===== config.mk =====
export PLATFORM = sky130hd
export DESIGN_NAME = conv_job_ctrl_flat
export DESIGN_NICKNAME = d
export VERILOG_FILES = /design/src/rtl/conv_job_ctrl_if.sv /design/src/rtl/conv_job_ctrl.sv /design/src/flat_wrapper.sv
export SDC_FILE = /design/constraint.sdc
export NUM_CORES = 2
export LEC_CHECK = 0
export ABC_CLOCK_PERIOD_IN_PS = 29100
export CORE_MARGIN = 2
export CORE_UTILIZATION = 57
export DETAILED_ROUTE_END_ITERATION = 8
export PLACE_DENSITY = 0.84
export SLEW_MARGIN = 20
export SYNTH_ARGS = -nofsm -noshare
export SYNTH_HDL_FRONTEND = slang
export SYNTH_SLANG_ARGS = --single-unit

===== constraint.sdc =====
create_clock -name clk -period 29.1 [get_ports clk]
set_input_delay 4.365 -clock clk [delete_from_list [all_inputs] [get_ports clk]]
set_output_delay 4.365 -clock clk [all_outputs]
set_load 0.005 [all_outputs]

===== src/rtl/conv_job_ctrl_if.sv =====
// ============================================================================
//  Module   : conv_job_ctrl_if
//  Purpose  : Job handshake between conv_job_ctrl and the compute engine.
//  Revision : 1.0  initial release
// ============================================================================
`default_nettype none

`ifndef DATA_WIDTH
`define DATA_WIDTH 32
`endif

interface conv_job_ctrl_if #(
  parameter int DATA_WIDTH = `DATA_WIDTH
) ();
  logic                  job_valid;
  logic                  job_ready;
  logic [15:0]           job_co;
  logic [15:0]           job_oy;
  logic [15:0]           job_ox;
  logic signed [15:0]    job_iy;
  logic signed [15:0]    job_ix;
  logic [DATA_WIDTH-1:0] job_kern_addr;
  logic [DATA_WIDTH-1:0] job_out_addr;
  logic                  job_done;

  modport master (
    output job_valid, job_co, job_oy, job_ox, job_iy, job_ix,
           job_kern_addr, job_out_addr,
    input  job_ready, job_done
  );

  modport slave (
    input  job_valid, job_co, job_oy, job_ox, job_iy, job_ix,
           job_kern_addr, job_out_addr,
    output job_ready, job_done
  );
endinterface

`default_nettype wire


===== src/rtl/conv_job_ctrl.sv =====
// ============================================================================
//  Module   : conv_job_ctrl
//  Purpose  : Latches a conv layer config, validates it and issues one job per
//             output pixel (co outer, oy, ox inner) with outstanding tracking.
//  Revision : 1.0  initial release
// ============================================================================
`default_nettype none

`ifndef DATA_WIDTH
`define DATA_WIDTH 32
`endif

module conv_job_ctrl #(
  parameter int DATA_WIDTH      = `DATA_WIDTH,
  parameter int MAX_OUTSTANDING = 4
) (
  input  logic                  clk,
  input  logic                  rst_n,
  input  logic                  start,
  input  logic                  conv_mode,
  input  logic [7:0]            kernel_size,
  input  logic [7:0]            stride,
  input  logic [7:0]            padding,
  input  logic [DATA_WIDTH-1:0] kernel_baseaddr,
  input  logic [DATA_WIDTH-1:0] output_baseaddr,
  input  logic [DATA_WIDTH-1:0] feature_width,
  input  logic [DATA_WIDTH-1:0] feature_height,
  input  logic [DATA_WIDTH-1:0] feature_chin,
  input  logic [DATA_WIDTH-1:0] feature_chout,
  input  logic [DATA_WIDTH-1:0] output_width,
  input  logic [DATA_WIDTH-1:0] output_height,
  output logic                  running,
  output logic                  compute_done,
  output logic                  exception,
  conv_job_ctrl_if.master       job
);

  localparam int XW    = DATA_WIDTH + 8;
  localparam int CNT_W = $clog2(MAX_OUTSTANDING + 1);
  localparam logic [CNT_W-1:0] MAX_CNT = CNT_W'(MAX_OUTSTANDING);

  typedef enum logic [2:0] {
    S_IDLE  = 3'd0,
    S_CHECK = 3'd1,
    S_ISSUE = 3'd2,
    S_DRAIN = 3'd3,
    S_DONE  = 3'd4,
    S_ERR   = 3'd5
  } state_t;

  state_t                state_q;
  logic                  mode_q;
  logic [7:0]            ksz_q, str_q, pad_q;
  logic [DATA_WIDTH-1:0] kbase_q, obase_q;
  logic [DATA_WIDTH-1:0] fw_q, fh_q, chin_q, chout_q, ow_q, oh_q;
  logic [DATA_WIDTH-1:0] kstride_q;
  logic [CNT_W-1:0]      outst_q, outst_d;
  logic                  running_q, cdone_q, exc_q, valid_q;
  logic [15:0]           co_q, oy_q, ox_q, iy_q, ix_q;
  logic [DATA_WIDTH-1:0] kaddr_q, oaddr_q;

  logic                  launch, accept, spurious, in_run;
  logic                  ox_wrap, oy_wrap, last_job, cfg_bad;
  logic [XW-1:0]         pw, ph, w_lo, w_hi, h_lo, h_hi;
  logic [DATA_WIDTH-1:0] kstride_d;
  logic [15:0]           neg_pad;

  assign launch   = start && (state_q == S_IDLE || state_q == S_DONE || state_q == S_ERR);
  assign in_run   = (state_q == S_CHECK || state_q == S_ISSUE || state_q == S_DRAIN);
  assign accept   = valid_q && job.job_ready;
  assign spurious = job.job_done && (outst_q == '0);

  // Geometry test in widened arithmetic; ow/oh==0 wraps here but is rejected separately
  assign pw   = XW'(fw_q) + (XW'(pad_q) << 1);
  assign ph   = XW'(fh_q) + (XW'(pad_q) << 1);
  assign w_lo = (XW'(ow_q) - XW'(1)) * XW'(str_q) + XW'(ksz_q);
  assign w_hi = XW'(ow_q) * XW'(str_q) + XW'(ksz_q);
  assign h_lo = (XW'(oh_q) - XW'(1)) * XW'(str_q) + XW'(ksz_q);
  assign h_hi = XW'(oh_q) * XW'(str_q) + XW'(ksz_q);

  assign cfg_bad = (ksz_q == 8'd0) || (str_q == 8'd0)
                || (fw_q == '0) || (fh_q == '0) || (chin_q == '0) || (chout_q == '0)
                || (ow_q == '0) || (oh_q == '0)
                || (XW'(ksz_q) > pw) || (XW'(ksz_q) > ph)
                || !((w_lo <= pw) && (pw < w_hi))
                || !((h_lo <= ph) && (ph < h_hi));

  assign kstride_d = mode_q ? DATA_WIDTH'(ksz_q) * DATA_WIDTH'(ksz_q)
                            : DATA_WIDTH'(ksz_q) * DATA_WIDTH'(ksz_q) * chin_q;
  assign neg_pad   = 16'd0 - {8'd0, pad_q};

  assign ox_wrap  = (DATA_WIDTH'(ox_q) == ow_q - DATA_WIDTH'(1));
  assign oy_wrap  = (DATA_WIDTH'(oy_q) == oh_q - DATA_WIDTH'(1));
  assign last_job = ox_wrap && oy_wrap && (DATA_WIDTH'(co_q) == chout_q - DATA_WIDTH'(1));

  always_comb begin
    outst_d = outst_q;
    if (accept && !job.job_done)
      outst_d = outst_q + CNT_W'(1);
    else if (!accept && job.job_done)
      outst_d = outst_q - CNT_W'(1);
  end

  always_ff @(posedge clk or negedge rst_n) begin
    if (!rst_n) begin
      state_q   <= S_IDLE;
      mode_q    <= 1'b0;
      ksz_q     <= '0;
      str_q     <= '0;
      pad_q     <= '0;
      kbase_q   <= '0;
      obase_q   <= '0;
      fw_q      <= '0;
      fh_q      <= '0;
      chin_q    <= '0;
      chout_q   <= '0;
      ow_q      <= '0;
      oh_q      <= '0;
      kstride_q <= '0;
      outst_q   <= '0;
      running_q <= 1'b0;
      cdone_q   <= 1'b0;
      exc_q     <= 1'b0;
      valid_q   <= 1'b0;
      co_q      <= '0;
      oy_q      <= '0;
      ox_q      <= '0;
      iy_q      <= '0;
      ix_q      <= '0;
      kaddr_q   <= '0;
      oaddr_q   <= '0;
    end else if (launch) begin
      mode_q    <= conv_mode;
      ksz_q     <= kernel_size;
      str_q     <= stride;
      pad_q     <= padding;
      kbase_q   <= kernel_baseaddr;
      obase_q   <= output_baseaddr;
      fw_q      <= feature_width;
      fh_q      <= feature_height;
      chin_q    <= feature_chin;
      chout_q   <= feature_chout;
      ow_q      <= output_width;
      oh_q      <= output_height;
      outst_q   <= '0;
      running_q <= 1'b1;
      cdone_q   <= 1'b0;
      exc_q     <= 1'b0;
      valid_q   <= 1'b0;
      state_q   <= S_CHECK;
    end else if (in_run && spurious) begin
      // A completion with nothing in flight means the engine lost sync; stop issuing
      running_q <= 1'b0;
      exc_q     <= 1'b1;
      valid_q   <= 1'b0;
      state_q   <= S_ERR;
    end else begin
      case (state_q)
        S_CHECK: begin
          if (cfg_bad) begin
            running_q <= 1'b0;
            exc_q     <= 1'b1;
            state_q   <= S_ERR;
          end else begin
            kstride_q <= kstride_d;
            co_q      <= '0;
            oy_q      <= '0;
            ox_q      <= '0;
            iy_q      <= neg_pad;
            ix_q      <= neg_pad;
            kaddr_q   <= kbase_q;
            oaddr_q   <= obase_q;
            valid_q   <= 1'b1;
            state_q   <= S_ISSUE;
          end
        end
        S_ISSUE: begin
          outst_q <= outst_d;
          if (accept) begin
            oaddr_q <= oaddr_q + DATA_WIDTH'(1);
            if (last_job) begin
              valid_q <= 1'b0;
              state_q <= S_DRAIN;
            end else begin
              valid_q <= (outst_d < MAX_CNT);
              if (!ox_wrap) begin
                ox_q <= ox_q + 16'd1;
                ix_q <= ix_q + {8'd0, str_q};
              end else begin
                ox_q <= '0;
                ix_q <= neg_pad;
                if (!oy_wrap) begin
                  oy_q <= oy_q + 16'd1;
                  iy_q <= iy_q + {8'd0, str_q};
                end else begin
                  oy_q    <= '0;
                  iy_q    <= neg_pad;
                  co_q    <= co_q + 16'd1;
                  kaddr_q <= kaddr_q + kstride_q;
                end
              end
            end
          end else begin
            valid_q <= (outst_d < MAX_CNT);
          end
        end
        S_DRAIN: begin
          outst_q <= outst_d;
          if (outst_q == '0) begin
            running_q <= 1'b0;
            cdone_q   <= 1'b1;
            state_q   <= S_DONE;
          end
        end
        default: ;
      endcase
    end
  end

  assign running           = running_q;
  assign compute_done      = cdone_q;
  assign exception         = exc_q;
  assign job.job_valid     = valid_q;
  assign job.job_co        = co_q;
  assign job.job_oy        = oy_q;
  assign job.job_ox        = ox_q;
  assign job.job_iy        = iy_q;
  assign job.job_ix        = ix_q;
  assign job.job_kern_addr = kaddr_q;
  assign job.job_out_addr  = oaddr_q;

endmodule

`default_nettype wire


===== src/flat_wrapper.sv =====
// flat-port wrapper written by rule: the top's interface ports become plain ports
module conv_job_ctrl_flat 
#(
  parameter int DATA_WIDTH      = `DATA_WIDTH,
  parameter int MAX_OUTSTANDING = 4
)
  (clk, rst_n, start, conv_mode, kernel_size, stride, padding, kernel_baseaddr, output_baseaddr, feature_width, feature_height, feature_chin, feature_chout, output_width, output_height, running, compute_done, exception, job_job_valid, job_job_co, job_job_oy, job_job_ox, job_job_iy, job_job_ix, job_job_kern_addr, job_job_out_addr, job_job_ready, job_job_done);
  conv_job_ctrl_if #(.DATA_WIDTH(DATA_WIDTH)) job_i ();
  input  logic clk;
  input  logic rst_n;
  input  logic start;
  input  logic conv_mode;
  input  logic [7:0] kernel_size;
  input  logic [7:0] stride;
  input  logic [7:0] padding;
  input  logic [DATA_WIDTH-1:0] kernel_baseaddr;
  input  logic [DATA_WIDTH-1:0] output_baseaddr;
  input  logic [DATA_WIDTH-1:0] feature_width;
  input  logic [DATA_WIDTH-1:0] feature_height;
  input  logic [DATA_WIDTH-1:0] feature_chin;
  input  logic [DATA_WIDTH-1:0] feature_chout;
  input  logic [DATA_WIDTH-1:0] output_width;
  input  logic [DATA_WIDTH-1:0] output_height;
  output logic running;
  output logic compute_done;
  output logic exception;
  output wire logic [$bits(job_i.job_valid)-1:0] job_job_valid;
  output wire logic [$bits(job_i.job_co)-1:0] job_job_co;
  output wire logic [$bits(job_i.job_oy)-1:0] job_job_oy;
  output wire logic [$bits(job_i.job_ox)-1:0] job_job_ox;
  output wire logic [$bits(job_i.job_iy)-1:0] job_job_iy;
  output wire logic [$bits(job_i.job_ix)-1:0] job_job_ix;
  output wire logic [$bits(job_i.job_kern_addr)-1:0] job_job_kern_addr;
  output wire logic [$bits(job_i.job_out_addr)-1:0] job_job_out_addr;
  input wire logic [$bits(job_i.job_ready)-1:0] job_job_ready;
  input wire logic [$bits(job_i.job_done)-1:0] job_job_done;
  assign job_job_valid = job_i.job_valid;
  assign job_job_co = job_i.job_co;
  assign job_job_oy = job_i.job_oy;
  assign job_job_ox = job_i.job_ox;
  assign job_job_iy = job_i.job_iy;
  assign job_job_ix = job_i.job_ix;
  assign job_job_kern_addr = job_i.job_kern_addr;
  assign job_job_out_addr = job_i.job_out_addr;
  assign job_i.job_ready = job_job_ready;
  assign job_i.job_done = job_job_done;
  conv_job_ctrl #(.DATA_WIDTH(DATA_WIDTH), .MAX_OUTSTANDING(MAX_OUTSTANDING)) u_core (.clk(clk), .rst_n(rst_n), .start(start), .conv_mode(conv_mode), .kernel_size(kernel_size), .stride(stride), .padding(padding), .kernel_baseaddr(kernel_baseaddr), .output_baseaddr(output_baseaddr), .feature_width(feature_width), .feature_height(feature_height), .feature_chin(feature_chin), .feature_chout(feature_chout), .output_width(output_width), .output_height(output_height), .running(running), .compute_done(compute_done), .exception(exception), .job(job_i));
endmodule

# Word level (Yosys, flattened, before mapping)
# Cells that the tools add are included.
[word_totals]
regBits = 467
elab_cells = 208
out_inout_bits = 148
in_bits = 286
[op_classes]
n_reduce_logical = 60
order_cmp = 7
n_mul = 6
muxes = 66
eq_ne = 19
bitwise = 3
addsub = 21
[op_table]
columns = ["operator", "n"]
rows = [
  ["$mux W16", 20],
  ["$mux W32", 8],
  ["$logic_not A32 Y1", 6],
  ["$add A40 B8 Y40", 4],
  ["$pmux W16 S2", 5],
  ["$pmux W32 S2", 2],
  ["$eq A16 B32 Y1", 3],
  ["$sub A32 B1 Y32 const B", 3],
  ["$gt A8 B40 Y1", 2],
  ["$le A40 B40 Y1", 2],
  ["$lt A40 B40 Y1", 2],
  ["$mul A32 B8 Y40", 2],
  ["$mul A40 B8 Y40", 2],
  ["$add A32 B9 Y33", 2],
  ["$sub A32 B1 Y33 const B", 2],
  ["$add A16 B1 Y16 const B", 3],
  ["$mux W3", 11],
  ["$add A16 B8 Y16", 2],
  ["$add A32 B1 Y32 const B", 1],
  ["$add A32 B32 Y32", 1],
  ["$mul A16 B32 Y32", 1],
  ["$mux W1", 17],
  ["$logic_not A8 Y1", 2],
  ["$mul A8 B8 Y16", 1],
  ["30 further kinds", 78],
]

# Depth between registers and ports, before layout
[logic_depth]
ltp_word = 16
depth_mapped = 47
ltp_nobuf = 43

# Worst setup path after synthesis
# Ideal clock, no wire load.
[synth_timing]
path_type = "register -> register"
startpoint = "register u_core.ksz_q[5]"
endpoint = "register u_core.kstride_q[31]"
arrival_ps = 10285
setup_time_ps = 125
stages_incl_launch_ff = 41
required_ps = 28975
path_buffers = 1
period_less_slack_ps = 10410
path_slack_ps = 18690
path_cell_list = "dfrtp_1 clkinv_1 nor2_1 fa_1 fa_1 inv_1 fa_1 fa_1 inv_1 ha_1 and3_1 a21oi_1 a311oi_1 o21ai_0 nand2b_1 a21o_1 a21oi_1 xor2_1 (+5 left out) inv_1 fa_1 inv_1 fa_1 fa_1 xor2_1 xnor2_1 xnor2_1 xnor2_1 xnor2_1 xnor3_1 xnor2_1 xnor2_1 xnor2_1 xor3_1 xor2_1 nor2_1 mux2_2"
[synth_via]
elab_chain_cells = 14
word_cells_on_any_way = 31
cone_classes = "4 x add/sub; 2 x mul; 6 x order compare; 1 x mux; 1 x bitwise; 17 x reduce/logical"
[synth_lines]
columns = ["element", "line", "rtl"]
rows = [
  ["from (decl)", "conv_job_ctrl.sv:53", "logic [7:0] ksz_q, str_q, pad_q;"],
  ["from (signal assigned)", "conv_job_ctrl.sv:134", "ksz_q <= kernel_size;"],
  ["branches (longest 14 deep; another with $mul A16 B32 Y32)", "-", ""],
  ["to (signal assigned)", "conv_job_ctrl.sv:165", "kstride_q <= kstride_d;"],
  ["to (decl)", "conv_job_ctrl.sv:56", "logic [DATA_WIDTH-1:0] kstride_q;"],
]
# Parallel ways; which one is timed is not known.
# A chain may end at the register's enable or synchronous reset.

# Worst setup path in the final report
[layout_timing]
startpoint = "register u_core.oh_q[0]"
endpoint = "register u_core.oaddr_q[16] (netlist: u_core.job.job_out_addr[16])"
[layout_via]
elab_chain_cells = 9
word_cells_on_any_way = 17
cone_classes = "3 x add/sub; 2 x mul; 2 x order compare; 1 x eq/ne; 9 x reduce/logical"
[layout_lines]
columns = ["element", "line", "rtl"]
rows = [
  ["from (decl)", "conv_job_ctrl.sv:55", "logic [DATA_WIDTH-1:0] fw_q, fh_q, chin_q, chout_q, ow_q, oh_q;"],
  ["from (signal assigned)", "conv_job_ctrl.sv:144", "oh_q <= output_height;"],
  ["$sub A32 B1 Y33", "conv_job_ctrl.sv:78", "assign h_lo = (XW'(oh_q) - XW'(1)) * XW'(str_q) + XW'(ksz_q);"],
  ["$mul A40 B8 Y40", "conv_job_ctrl.sv:78", ""],
  ["$add A40 B8 Y40", "conv_job_ctrl.sv:78", ""],
  ["$le A40 B40 Y1", "conv_job_ctrl.sv:86", "|| !((h_lo <= ph) && (ph < h_hi));"],
  ["$logic_and A1 B1 Y1", "conv_job_ctrl.sv:86", ""],
  ["$logic_not A1 Y1", "conv_job_ctrl.sv:86", ""],
  ["$logic_or A1 B1 Y1 (*)", "conv_job_ctrl.sv:86", ""],
  ["$ne A2 B2 Y1 (no source line) (*)", "-", ""],
  ["$reduce_and A5 Y1 (no source line) (*)", "-", ""],
  ["to (signal assigned)", "conv_job_ctrl.sv:172", "oaddr_q <= obase_q;"],
  ["to (signal assigned)", "conv_job_ctrl.sv:180", "oaddr_q <= oaddr_q + DATA_WIDTH'(1);"],
  ["to (decl)", "conv_job_ctrl.sv:60", "logic [DATA_WIDTH-1:0] kaddr_q, oaddr_q;"],
]
# Every way passes the cells marked *; elsewhere a longest branch is shown, timed or not.

==> key figures <==
Timing
  – Skew final: 74.8 ps
  – Hold violation total from the final report: 0
  – Unrepaired setup endpoints after global routing: false
  – Pin slew with the least headroom to its limit: 1210 ps
  – Setup violators final: 0
  – Post-layout min period: 12640 ps
  – Aggregate negative setup slack: 0 ps
  – Smallest setup slack after layout: 16460 ps
  – Slew Viols, Final: 0
  – F_max: 79.1 MHz
  – Worst hold slack: 473 ps
  – Worst slew slack as a fraction of its limit: 18.5%
  – Final worst path period share: 43.4%

Route
  – Remaining routing DRC violations: 0
  – Final routed wire length divided by cell count: 21.6 microns
  – Post-Route WL: 245000 microns
  – Average via count per standard cell: 5.95
  – Max layer used: met5
  – Routed via count: 67500
  – Count of TritonRoute iterations in the first routing pass: 7
  – Routed length on met1: 92100 microns
  – DRC marker count from the first detailed-route iteration: 5723
  – WL met2: 111000 microns
  – Routed Antenna Nets: 0
  – Detailed-routed wire length on met3: 26200 microns

Placement
  – Placement-stage worst setup slack: 16680 ps
  – GPL Wtd Cong: 1.01
  – Post-DP HPWL: 188000 microns
  – Port-buffer cells: 433

GRT
  – Overflow left after global routing: 0
  – Vias in the first global route: 70900
  – Global-route wire length before repair: 390000 microns
  – GRT Util Overall: 35.2%
  – Pin count of the biggest net entering global routing: 150
  – Number of antenna violations at the first check in global routing: 15

Worst setup path
  – Critical Path Fanout Max: 30
  – Startpoint of the worst setup timing path: u_core.oh_q[0]$_DFFE_PN0P_
  – Startpoint of the worst-slack reg-to-reg timing path: u_core.oh_q[0]$_DFFE_PN0P_
  – Startpoint type of the worst setup path: flip-flop
  – Type of the worst setup path: reg -> reg
  – Worst path most repeated cell: sky130_fd_sc_hd__fa_1
  – Required time at the endpoint of the critical path: 29690 ps
  – Arrival time of the worst setup path: 13230 ps
  – Maximum single-stage delay on the critical path: 950 ps
  – Cell with the largest stage delay on the worst path: sky130_fd_sc_hd__nor4_1
  – Critical Path End Type: flip-flop

Synth
  – Most numerous cell types in the synthesized netlist: 1678 x sky130_fd_sc_hd__nand2_1, 1489 x sky130_fd_sc_hd__inv_1, 1097 x sky130_fd_sc_hd__fa_1
  – Cell types occupying the most area after synthesis: sky130_fd_sc_hd__fa_1 28%, sky130_fd_sc_hd__dfrtp_1 15%, sky130_fd_sc_hd__ha_1 11%, sky130_fd_sc_hd__nand2_1 8.1%, sky130_fd_sc_hd__inv_1 7.1%
  – Synthesized instance count: 9390
  – Syn nets: 11400
  – Post-synthesis register bit count: 467
  – Predominant post-synthesis flop cell: sky130_fd_sc_hd__dfrtp_1
  – Post-synthesis cell type with the largest combined area: sky130_fd_sc_hd__fa_1
  – Count of flip-flops with a built-in enable after synthesis: 0
  – Netlist Area Pre-Place: 78200 sq um
  – Count of unique library cells instantiated by Yosys: 78
  – Area fraction of the dominant cell type after synthesis: 28.1%
  – Top-count cell post-synth: sky130_fd_sc_hd__nand2_1
  – Yosys warnings: 0
  – Sequential element share of the synthesized area: 14.9%
  – Async S/R FF share, synth: 100%
  – Average footprint of a synthesized cell: 8.33 sq um

Layout
  – Ratio of cells with drive above 1 in the final layout: 2.99%
  – Number of filler instances in the final layout: 11200
  – Area growth from synthesis to layout: 10.0%
  – Multi-input logic area: 59400 sq um
  – Number of nets in the layout: 11600
  – Sequential standard cell area: 11700 sq um
  – Fraction of the core area covered by cells at the end of the flow: 63.4%

CTS
  – Hold buffer count at CTS: 0
  – CTS root buffer: sky130_fd_sc_hd__clkbuf_16
  – Clock Path Buffers: 3
  – Worst skew pair latency: 720 ps
  – Number of post-CTS setup repair buffers: 0
  – CTS tree: built
  – Sink count of the clock tree: 467
  – Clock transition at the registers of the reported paths: 60 ps
  – H-tree level count: 2
  – Clock buffers created by TritonCTS: 56
  – Post-cts repair resize count: 0

Die
  – Die outline height: 374 microns
  – Width of the die: 374 microns
  – Floorplan row count: 135
  – Starting density of the core: 57.6%
  – Die area: 140000 sq um
  – Boundary pin count: 434
  – Core Box Area: 136000 sq um

Job
  – Reported max-cap violation count: 0

Status
  – Result of the run: finished, final reports clean

Min path
  – Type of the worst min-delay path: reg -> reg
  – HP Start: u_core.obase_q[24]$_DFFE_PN0P_
[critical path, delay by kind of cell, from the launching register on]
family	cells	cell delay (ps)
simple gates	15	4590
fa+ha+maj	6	2760
compound gates	12	2350
xor+xnor	2	960
buf+inv	5	860
flops	1	610
mux	1	370
[area by class of cell]
cell class / count / area share (%)
flip-flops and latches: 467 / 13.6
diodes: 4 / 0.0116
well taps: 1781 / 2.59
clock buffers: 67 / 1.76
multi-input cells: 6996 / 69.1
clock inverters: 37 / 0.736
repair buffers: 504 / 5.68
inverters: 1495 / 6.52
[final timing paths]
check / end / slack (ps) / cells past startpoint
max in group asynchronous: u_core.str_q[5]$_DFFE_PN0P_ / 22770 / 3
min in group asynchronous: u_core.chout_q[27]$_DFFE_PN0P_ / 3800 / 1
worst max-delay path: u_core.job.job_out_addr[16]$_DFFE_PN0P_ / 16460 / 41
worst max register to register: u_core.job.job_out_addr[16]$_DFFE_PN0P_ / 16460 / 41
worst min-delay path: u_core.obase_q[24]$_DFFE_PN0P_ / 470 / 2
worst min register to register: u_core.obase_q[24]$_DFFE_PN0P_ / 470 / 2
[layout by cell type, fill, tap and decap left out, drive strengths merged, types with 16 or more instances in the layout]
master         Yosys  final
a21oi            287    287
mux2              43     43
and2             565    565
or3               35     35
fa              1097   1097
and3              72     72
ha               660    660
inv             1489   1493
xor2             167    167
buf               30     72
clkdlybuf4s50      0    432
or2               23     23
nor3b             16     16
o211ai            34     34
o21a              50     50
o21ai            361    361
clkbuf           402     67
or4               32     32
mux2i             22     22
o21bai            34     34
nand4b            20     20
nand2           1678   1678
a31oi             64     64
a21o             122    122
nand4             94     94
o31ai             41     41
clkinv             6     19
nor4              73     73
xnor2            239    239
nor2b            237    237
nor3              97     97
a211oi            50     50
dfrtp            467    467
nand3            128    128
nor2             346    346
nand2b            99     99
[layer usage]
| metal | up-vias | global-route usage, % |
|---|---|---|
| li1 | 30000 | - |
| met1 | 33300 | 44.4 |
| met2 | 3391 | 56.1 |
| met3 | 839 | 8.71 |
| met4 | 20 | 18.6 |
| met5 | - | 0 |
[sequential cells by signal, indices dropped and copies added, names as in the netlist, 16 cells and up]
name                      flops
u_core.fw_q                  32
u_core.chout_q               32
u_core.job.job_out_addr      32
u_core.kbase_q               32
u_core.obase_q               32
u_core.oh_q                  32
u_core.job.job_ox            16
u_core.job.job_oy            16
u_core.kstride_q             32
u_core.job.job_iy            16
u_core.job.job_ix            16
u_core.job.job_kern_addr     32
u_core.chin_q                32
u_core.fh_q                  32
u_core.job.job_co            16
u_core.ow_q                  32
[stage by stage]
step | instances | area (sq um)
floorplan | 9390 | 78200
global placement | 11200 | 83900
detailed placement | 11200 | 83900
CTS | 11300 | 86000
global route | 11300 | 86000
finish | 11400 | 86000
[cells by family after synthesis]
| logic type | after synthesis | synth area share (%) |
|---|---|---|
| mux | 65 | 0.901 |
| fa+ha+maj | 1757 | 38.6 |
| buf+inv | 1927 | 9.27 |
| simple gates | 3553 | 21.9 |
| compound gates | 1211 | 9.70 |
| xor+xnor | 410 | 4.67 |
| flops | 467 | 14.9 |
Power is left out: the tool's default activity adds up to more than one toggle a clock period on the data nets, which glitch-free logic cannot reach.
